### config.mk
export PLATFORM = sky130hd
export DESIGN_NAME = axi4_arbiter_2to1
export DESIGN_NICKNAME = d
export VERILOG_FILES = /design/src/rtl/axi4_arbiter_2to1.sv
export SDC_FILE = /design/constraint.sdc
export NUM_CORES = 1
export LEC_CHECK = 0
export ABC_AREA = 1
export CAP_MARGIN = 20
export CORE_AREA = 2 2 127 129
export DETAILED_ROUTE_END_ITERATION = 6
export DIE_AREA = 0 0 129 131
export GPL_TIMING_DRIVEN = 1
export PLACE_DENSITY = 0.58
export SKIP_CTS_REPAIR_TIMING = 1
export SYNTH_ARGS = -nofsm -noshare
export SYNTH_HDL_FRONTEND = slang
export SYNTH_SLANG_ARGS = --single-unit
### constraint.sdc
create_clock -name clk -period 3.75 [get_ports clk]
set_clock_uncertainty 0.05 [all_clocks]
set_input_delay 1.125 -clock clk [delete_from_list [all_inputs] [get_ports clk]]
set_output_delay 1.125 -clock clk [all_outputs]
set_load 0.01 [all_outputs]
### src/rtl/axi4_arbiter_2to1.sv
// Two-master round-robin arbiter in front of one AXI4 slave port.
// Optional AXI4_ARBITER_WLAST_GEN_EN: generate s_wlast from an awlen beat counter.
module axi4_arbiter_2to1 #(
    parameter int A_WIDTH = 26,
    parameter int D_WIDTH = 16
) (
    input  logic                   clk,
    input  logic                   rstn,
    input  logic [1:0]             m_awvalid,
    input  logic [2*A_WIDTH-1:0]   m_awaddr,
    input  logic [15:0]            m_awlen,
    output logic [1:0]             m_awready,
    input  logic [1:0]             m_wvalid,
    input  logic [1:0]             m_wlast,
    input  logic [2*D_WIDTH-1:0]   m_wdata,
    output logic [1:0]             m_wready,
    output logic [1:0]             m_bvalid,
    input  logic [1:0]             m_bready,
    input  logic [1:0]             m_arvalid,
    input  logic [2*A_WIDTH-1:0]   m_araddr,
    input  logic [15:0]            m_arlen,
    output logic [1:0]             m_arready,
    output logic [1:0]             m_rvalid,
    output logic [1:0]             m_rlast,
    output logic [D_WIDTH-1:0]     m_rdata,
    input  logic [1:0]             m_rready,
    output logic                   s_awvalid,
    output logic [A_WIDTH-1:0]     s_awaddr,
    output logic [7:0]             s_awlen,
    input  logic                   s_awready,
    output logic                   s_wvalid,
    output logic                   s_wlast,
    output logic [D_WIDTH-1:0]     s_wdata,
    input  logic                   s_wready,
    input  logic                   s_bvalid,
    output logic                   s_bready,
    output logic                   s_arvalid,
    output logic [A_WIDTH-1:0]     s_araddr,
    output logic [7:0]             s_arlen,
    input  logic                   s_arready,
    input  logic                   s_rvalid,
    input  logic                   s_rlast,
    input  logic [D_WIDTH-1:0]     s_rdata,
    output logic                   s_rready,
    output logic                   busy,
    output logic                   grant
);

    typedef enum logic [2:0] {
        S_IDLE,
        S_AR,
        S_R,
        S_AW,
        S_W,
        S_B
    } state_t;

    state_t state_q, state_d;
    logic   grant_q, grant_d;
    logic   prio_q, prio_d;
    logic [1:0] req;
    logic   sel;
    logic   wlast_g;

`ifdef AXI4_ARBITER_WLAST_GEN_EN
    logic [7:0] cnt_q, cnt_d;
    logic       wlast_unused;
    assign wlast_unused = ^m_wlast;
    assign wlast_g = (cnt_q == 8'd0);
`else
    assign wlast_g = m_wlast[grant_q];
`endif

    assign req = m_arvalid | m_awvalid;
    assign sel = (req == 2'b11) ? prio_q : req[1];

    assign s_araddr = grant_q ? m_araddr[2*A_WIDTH-1:A_WIDTH]
                              : m_araddr[A_WIDTH-1:0];
    assign s_arlen  = grant_q ? m_arlen[15:8] : m_arlen[7:0];
    assign s_awaddr = grant_q ? m_awaddr[2*A_WIDTH-1:A_WIDTH]
                              : m_awaddr[A_WIDTH-1:0];
    assign s_awlen  = grant_q ? m_awlen[15:8] : m_awlen[7:0];
    assign s_wdata  = grant_q ? m_wdata[2*D_WIDTH-1:D_WIDTH]
                              : m_wdata[D_WIDTH-1:0];
    assign m_rdata  = s_rdata;

    assign busy  = (state_q != S_IDLE);
    assign grant = grant_q;

    // Next state, arbitration and channel routing to the granted master
    always_comb begin
        state_d   = state_q;
        grant_d   = grant_q;
        prio_d    = prio_q;
        s_arvalid = 1'b0;
        s_awvalid = 1'b0;
        s_wvalid  = 1'b0;
        s_wlast   = 1'b0;
        s_rready  = 1'b0;
        s_bready  = 1'b0;
        m_arready = 2'b00;
        m_awready = 2'b00;
        m_wready  = 2'b00;
        m_rvalid  = 2'b00;
        m_rlast   = 2'b00;
        m_bvalid  = 2'b00;
`ifdef AXI4_ARBITER_WLAST_GEN_EN
        cnt_d     = cnt_q;
`endif
        unique case (state_q)
            S_IDLE: begin
                if (|req) begin
                    grant_d = sel;
                    state_d = m_arvalid[sel] ? S_AR : S_AW;
                end
            end
            S_AR: begin
                s_arvalid          = m_arvalid[grant_q];
                m_arready[grant_q] = s_arready;
                if (m_arvalid[grant_q] && s_arready) begin
                    state_d = S_R;
                end
            end
            S_R: begin
                m_rvalid[grant_q] = s_rvalid;
                m_rlast[grant_q]  = s_rlast;
                s_rready          = m_rready[grant_q];
                if (s_rvalid && m_rready[grant_q] && s_rlast) begin
                    state_d = S_IDLE;
                    prio_d  = ~grant_q;
                end
            end
            S_AW: begin
                s_awvalid          = m_awvalid[grant_q];
                m_awready[grant_q] = s_awready;
                if (m_awvalid[grant_q] && s_awready) begin
                    state_d = S_W;
`ifdef AXI4_ARBITER_WLAST_GEN_EN
                    cnt_d   = s_awlen;
`endif
                end
            end
            S_W: begin
                s_wvalid          = m_wvalid[grant_q];
                s_wlast           = wlast_g;
                m_wready[grant_q] = s_wready;
                if (m_wvalid[grant_q] && s_wready) begin
`ifdef AXI4_ARBITER_WLAST_GEN_EN
                    cnt_d = cnt_q - 8'd1;
`endif
                    if (wlast_g) begin
                        state_d = S_B;
                    end
                end
            end
            S_B: begin
                m_bvalid[grant_q] = s_bvalid;
                s_bready          = m_bready[grant_q];
                if (s_bvalid && m_bready[grant_q]) begin
                    state_d = S_IDLE;
                    prio_d  = ~grant_q;
                end
            end
            default: begin
                state_d = S_IDLE;
            end
        endcase
    end

    // State, grant and round-robin pointer registers
    always_ff @(posedge clk) begin
        if (!rstn) begin
            state_q <= S_IDLE;
            grant_q <= 1'b0;
            prio_q  <= 1'b0;
        end else begin
            state_q <= state_d;
            grant_q <= grant_d;
            prio_q  <= prio_d;
        end
    end

`ifdef AXI4_ARBITER_WLAST_GEN_EN
    // Write beat counter, loaded from awlen on the AW handshake
    always_ff @(posedge clk) begin
        if (!rstn) begin
            cnt_q <= 8'd0;
        end else begin
            cnt_q <= cnt_d;
        end
    end
`endif

endmodule

==> results of run 1 <==
registers in the layout, indices dropped and copies added (netlist names):
name	count
grant	1
prio_q	1
state_q	3
tightest hold or removal path: cells and delay by family, from the launching register on:
kind / cells / cell delay, ns
compound gates: 1 / 0.06
buf+inv: 1 / 0.06
flops: 1 / 0.28
power by group:
part	total (mW)	internal, mW	switching [mW]
Clock	0.173	0.141	0.0326
Combinational	1.35	0.708	0.639
Sequential	0.0918	0.0742	0.0176
Total	1.61	0.923	0.689
worst paths after layout:
kind	startpoint	endpoint	cells after the start	slack, ns
setup reg to reg	grant$_SDFFE_PN0P_	state_q[0]$_SDFFE_PN0P_	10	2.07
hold / removal	prio_q$_SDFFE_PN0P_	prio_q$_SDFFE_PN0P_	2	0.40
setup / recovery	m_awvalid[1]	s_awvalid	6	0.14
hold reg to reg	prio_q$_SDFFE_PN0P_	prio_q$_SDFFE_PN0P_	2	0.40
Yosys cell counts (all sizes together):
| cell | count |
|---|---|
| nand2 | 294 |
| buf | 28 |
| inv | 27 |
| nor2 | 17 |
| nor3 | 15 |
| clkbuf | 9 |
| nand3 | 8 |
| dfxtp | 5 |
| a21oi | 4 |
| o21ai | 3 |
| a21boi | 1 |
logic make-up after synthesis:
group | after synthesis | share of synthesized area, %
and+or+nand+nor | 334 | 73.3
buffers and inverters | 64 | 18.6
DFF | 5 | 5.69
AOI/OAI and AO/OA | 8 | 2.42
final cells by class:
cell class                      instances  area (um^2)  area share (%)
Tap cell                              216          270            5.57
Clock buffer                            4         78.8            1.62
Inverter                               27          106            2.19
Multi-Input combinational cell        342         1330            27.5
Sequential cell                         5          104            2.14
Timing Repair Buffer                  294         2960            61.0
per-layer routing:
| metal | share of wire, % | vias to the layer above |
|---|---|---|
| li1 | - | 1727 |
| met1 | 41 | 1301 |
| met2 | 49 | 174 |
| met3 | 10 | 4 |
| met4 | 0.23 | 0 |
| met5 | 0 | - |
==> results_dict.tcl, run 1 <==
set metrics [dict create \
    status "finished, final reports clean" \
    hp-class "flop to flop" \
    clkSlewWorstSetupHoldPaths_ns 0.03 \
    dieArea_um2 16900 \
    grt_util_met3_pct 3.09 \
    place.gp.congestion 0.796 \
    rsz0062_at_grt "no" \
    ys_ff_latch 5 \
    hpwl_um 8660 \
    routedWlPerCell_um 11.5 \
    vias 3206 \
    clock_latency_ns 0.22 \
    layout_common_cells "nand2_1 (292), clkdlybuf4s50_1 (291), inv_1 (26), nor2_1 (16), nor3_1 (15)" \
    drv_cap 0 \
    synth.largest_area_cell "nand2_1" \
    num_rows 46 \
    preCtsSetupSlack_ns 0.128 \
    via_per_inst 3.61 \
    worst_slack_ns 0.137 \
    grtUsageTotal_pct 10.7 \
    crit_path_start_kind "primary input" \
    cp-end-kind "primary output" \
    drcViolationCount 0 \
    period_needed_ns 3.61 \
    slew_viol_final 0 \
    p_leak_nw 2.26 \
    synthToLayoutAreaGrowth_pct 176 \
    dpl-instance-area_um2 4770 \
    synth_area_leaders "nand2_1 (62%), buf_4 (6.8%), dfxtp_1 (5.7%)" \
    grt_max_degree 99 \
    setup_viol_count_final 0 \
    htreeDepth 1 \
    grt_pass1_wl_um 14700 \
    netlist.area_leader.share_pct 62.3 \
    syn-num-nets 615 \
    antenna_found_initial 0 \
    final_core_util_pct 31.1 \
    hold_ws_ns 0.404 \
    placedCellCount 884 \
    yosysWarnings 0 \
    cp_max_fo 2 \
    slew_headroom_pct 66.6 \
    cp.arrival_ns 2.44 \
    tns_ns 0 \
    finalHoldViolCount 0 \
    ir_drop_mv 0.169 \
    critPathKind "primary input to primary output" \
    syn_area_per_cell_um2 4.28 \
    synth_area_um2 1760 \
    core_um2 15600 \
    final_common_cell "nand2_1" \
    final_cells 888 \
    slowest_stage "clkdlybuf4s50_1" \
    grt_pass1_vias 2949 \
    total_power_mw 1.61 \
    die_x_um 129 \
    die_h_um 131 \
    numCtsBuffers 3 \
    critPathBufInv 3 \
    cts_tree "yes" \
    fmax_mhz 277 \
    post-route-cell-area_um2 4850 \
    clock_path_buffers 2 \
    clock-root-buffer "clkbuf_16" \
    num_antenna_cells 0 \
    drive_gt1_share_pct 1.64 \
    dr.pass1.iters 4 \
    pin_count 324 \
    ys_seq_area_share_pct 5.69 \
    fin_nets 877 \
    crit_required_ns 2.57 \
    io_buffers 291 \
    use_met1_pct 12.9 \
    drt-initial-drc-count 132 \
    p_per_area_nw_per_um2 332 \
    synth_cell_types 16 \
    netlist_instances 411 \
    busiest_layer "met2" \
    nFillCells 1715 \
    cp_top_family "buffers and inverters" \
    worstMarginPinSlew_ns 0.501 \
    critPathMaxStageDelay_ns 0.54 \
    initial_core_util_pct 11.3 \
    met2_usage_pct 19.4 \
    period_share_pct 96.3 \
    drt_wl_total_um 10200 \
    postRouteAntennaNets 0 \
    cts.sinks 5 \
    overflow 0 \
    worstPathCellList "clkdlybuf4s50_1, inv_1, nand2_1, nand2_1, nor2_1, clkdlybuf4s50_1" \
]
Note: power is estimated with default switching activity, not from simulation.
==> inputs of run 2 (changes only) <==
Settings changed: ABC_AREA 1 to not set, CORE_AREA 2 2 127 129 to 2 2 128 130, DIE_AREA 0 0 129 131 to 0 0 130 132, PLACE_DENSITY 0.58 to 0.57.
==> results_dict.tcl, run 2 <==
set metrics [dict create \
    period_share_pct 97.9 \
    yosysWarnings 0 \
    critPathMostFrequentCell "clkdlybuf4s50_1" \
    netlist.area_leader.share_pct 57.5 \
    synth_area_um2 1660 \
    initial_core_util_pct 10.6 \
    setup_viol_count_final 0 \
    ys_dominant_reg_cell "dfxtp_1" \
    synthArstFlopShare_pct 0 \
    largest_reg_flops 3 \
    num_rows 46 \
    grt_max_degree 41 \
    core_um2 15700 \
    ys_seq_area_share_pct 6.02 \
    hold_ws_ns 0.527 \
    slowest_stage "clkdlybuf4s50_1" \
    p_leak_nw 1.82 \
    preCtsSetupSlack_ns -0.0756 \
    ys_top_cells_by_count "mux2_2 (85), nor2_1 (19), buf_4 (16)" \
    grt_pass1_wl_um 14600 \
    worst_slack_ns 0.0806 \
    via_per_inst 3.71 \
    yosysMostFrequentCell "mux2_2" \
    cp-end-kind "primary output" \
    finalHoldViolCount 0 \
    syn-num-nets 397 \
    drt_wl_total_um 10500 \
    busiest_layer "met2" \
    grt_pass1_vias 2552 \
    synth.largest_area_cell "mux2_2" \
    syn_area_per_cell_um2 8.62 \
    hp-class "flop to flop" \
    p_per_area_nw_per_um2 258 \
    nFillCells 1639 \
    antenna_found_initial 0 \
    use_met1_pct 12.0 \
    regMostFlops "state_q" \
    place.gp.congestion 0.849 \
    layout_common_cells "clkdlybuf4s50_1 (285), mux2_2 (85), nor2_1 (19), nand2_1 (9)" \
    overflow 0 \
    cp.arrival_ns 2.49 \
    fin_nets 672 \
    num_antenna_cells 0 \
    status "finished, final reports clean" \
    critPathMaxStageDelay_ns 0.49 \
    drt-initial-drc-count 42 \
    hpwl_um 9150 \
    synth_edf_count 0 \
    routedWlPerCell_um 15.4 \
    cp_max_fo 2 \
    final_cells 683 \
    rsz0062_at_grt "no" \
    critPathKind "primary input to primary output" \
    grtUsageTotal_pct 10.9 \
    grt_util_met3_pct 2.72 \
    synthToLayoutAreaGrowth_pct 191 \
    pin_count 324 \
    synth_cell_types 33 \
    ys_ff_latch 5 \
    clock_latency_ns 0.23 \
    clock_path_buffers 2 \
    clock-root-buffer "clkbuf_16" \
    seq_area_um2 104 \
    worstPathCellList "clkdlybuf4s50_1, mux2_2, and3_1, clkdlybuf4s50_1" \
    fmax_mhz 273 \
    cts_tree "yes" \
    drive_gt1_share_pct 21.4 \
    met2_usage_pct 21.0 \
    total_power_mw 1.25 \
    final_core_util_pct 30.8 \
    die_h_um 132 \
    dr.pass1.iters 4 \
    slew_headroom_pct 69.1 \
    multiInputGateArea_um2 1360 \
    numCtsBuffers 3 \
    die_x_um 130 \
    dieArea_um2 17200 \
    htreeDepth 1 \
    crit_required_ns 2.57 \
    placedCellCount 679 \
    netlist_instances 193 \
    worstMarginPinSlew_ns 0.463 \
    crit_path_start_kind "primary input" \
    drcViolationCount 0 \
    cts.sinks 5 \
    ir_drop_mv 0.371 \
    clkSlewWorstSetupHoldPaths_ns 0.03 \
    slew_viol_final 0 \
    postRouteAntennaNets 0 \
    vias 2535 \
    drv_cap 0 \
    synth_area_leaders "mux2_2 (58%), buf_4 (7.2%), dfxtp_1 (6.0%)" \
    io_buffers 291 \
    period_needed_ns 3.67 \
    final_common_cell "clkdlybuf4s50_1" \
]
[run 2: metal layers]
metal / wire length, um / vias up / share of wire [%]
met5: 0 / - / 0
li1: - / 1231 / -
met1: 3970 / 1153 / 38
met4: 155 / 0 / 1.5
met2: 5440 / 135 / 52
met3: 927 / 16 / 8.8
[run 2: logic make-up (layout without fill, tap and decap cells)]
group           count (synthesis)  after routing  share of synthesized area (%)
mux                            90             90                           60.5
simple gates                   49             49                           13.8
buf+inv                        33            307                           12.1
compound gates                 16             16                           7.52
flops                           5              5                           6.02
[run 2: worst max-delay path: cells and delay by family]
| family | cells | cell delay [ns] |
|---|---|---|
| buf+inv | 2 | 0.90 |
| mux | 1 | 0.29 |
| simple gates | 1 | 0.18 |
[run 2: area by class of cell]
type                    count  share of cell area (%)
clock buffers               4                    1.63
well taps                 216                    5.58
repair buffers            299                    62.2
inverters                   4                   0.310
flip-flops and latches      5                    2.14
multi-input cells         155                    28.1
[run 2: worst paths after layout]
check,from,to,slack [ns],depth (start not counted)
setup / recovery,m_rready[0],s_rready,0.08,4
hold reg to reg,prio_q$_SDFFE_PN0P_,prio_q$_SDFFE_PN0P_,0.53,1
hold / removal,prio_q$_SDFFE_PN0P_,prio_q$_SDFFE_PN0P_,0.53,1
setup reg to reg,grant$_SDFFE_PN0P_,state_q[0]$_SDFFE_PN0P_,1.59,7
[run 2: power breakdown]
part           internal, mW  switching [mW]
Sequential           0.0679          0.0580
Clock                 0.141          0.0332
Combinational         0.618           0.334
Total                 0.827           0.425
[run 2: through the flow]
stage	setup TNS, ns	cell area [um^2]
after global routing	0	4840
after global placement	-0.0894	4750
after CTS	-0.181	4830
after detailed placement	-0.131	4750
final	0	4840
after floorplan	0	1660
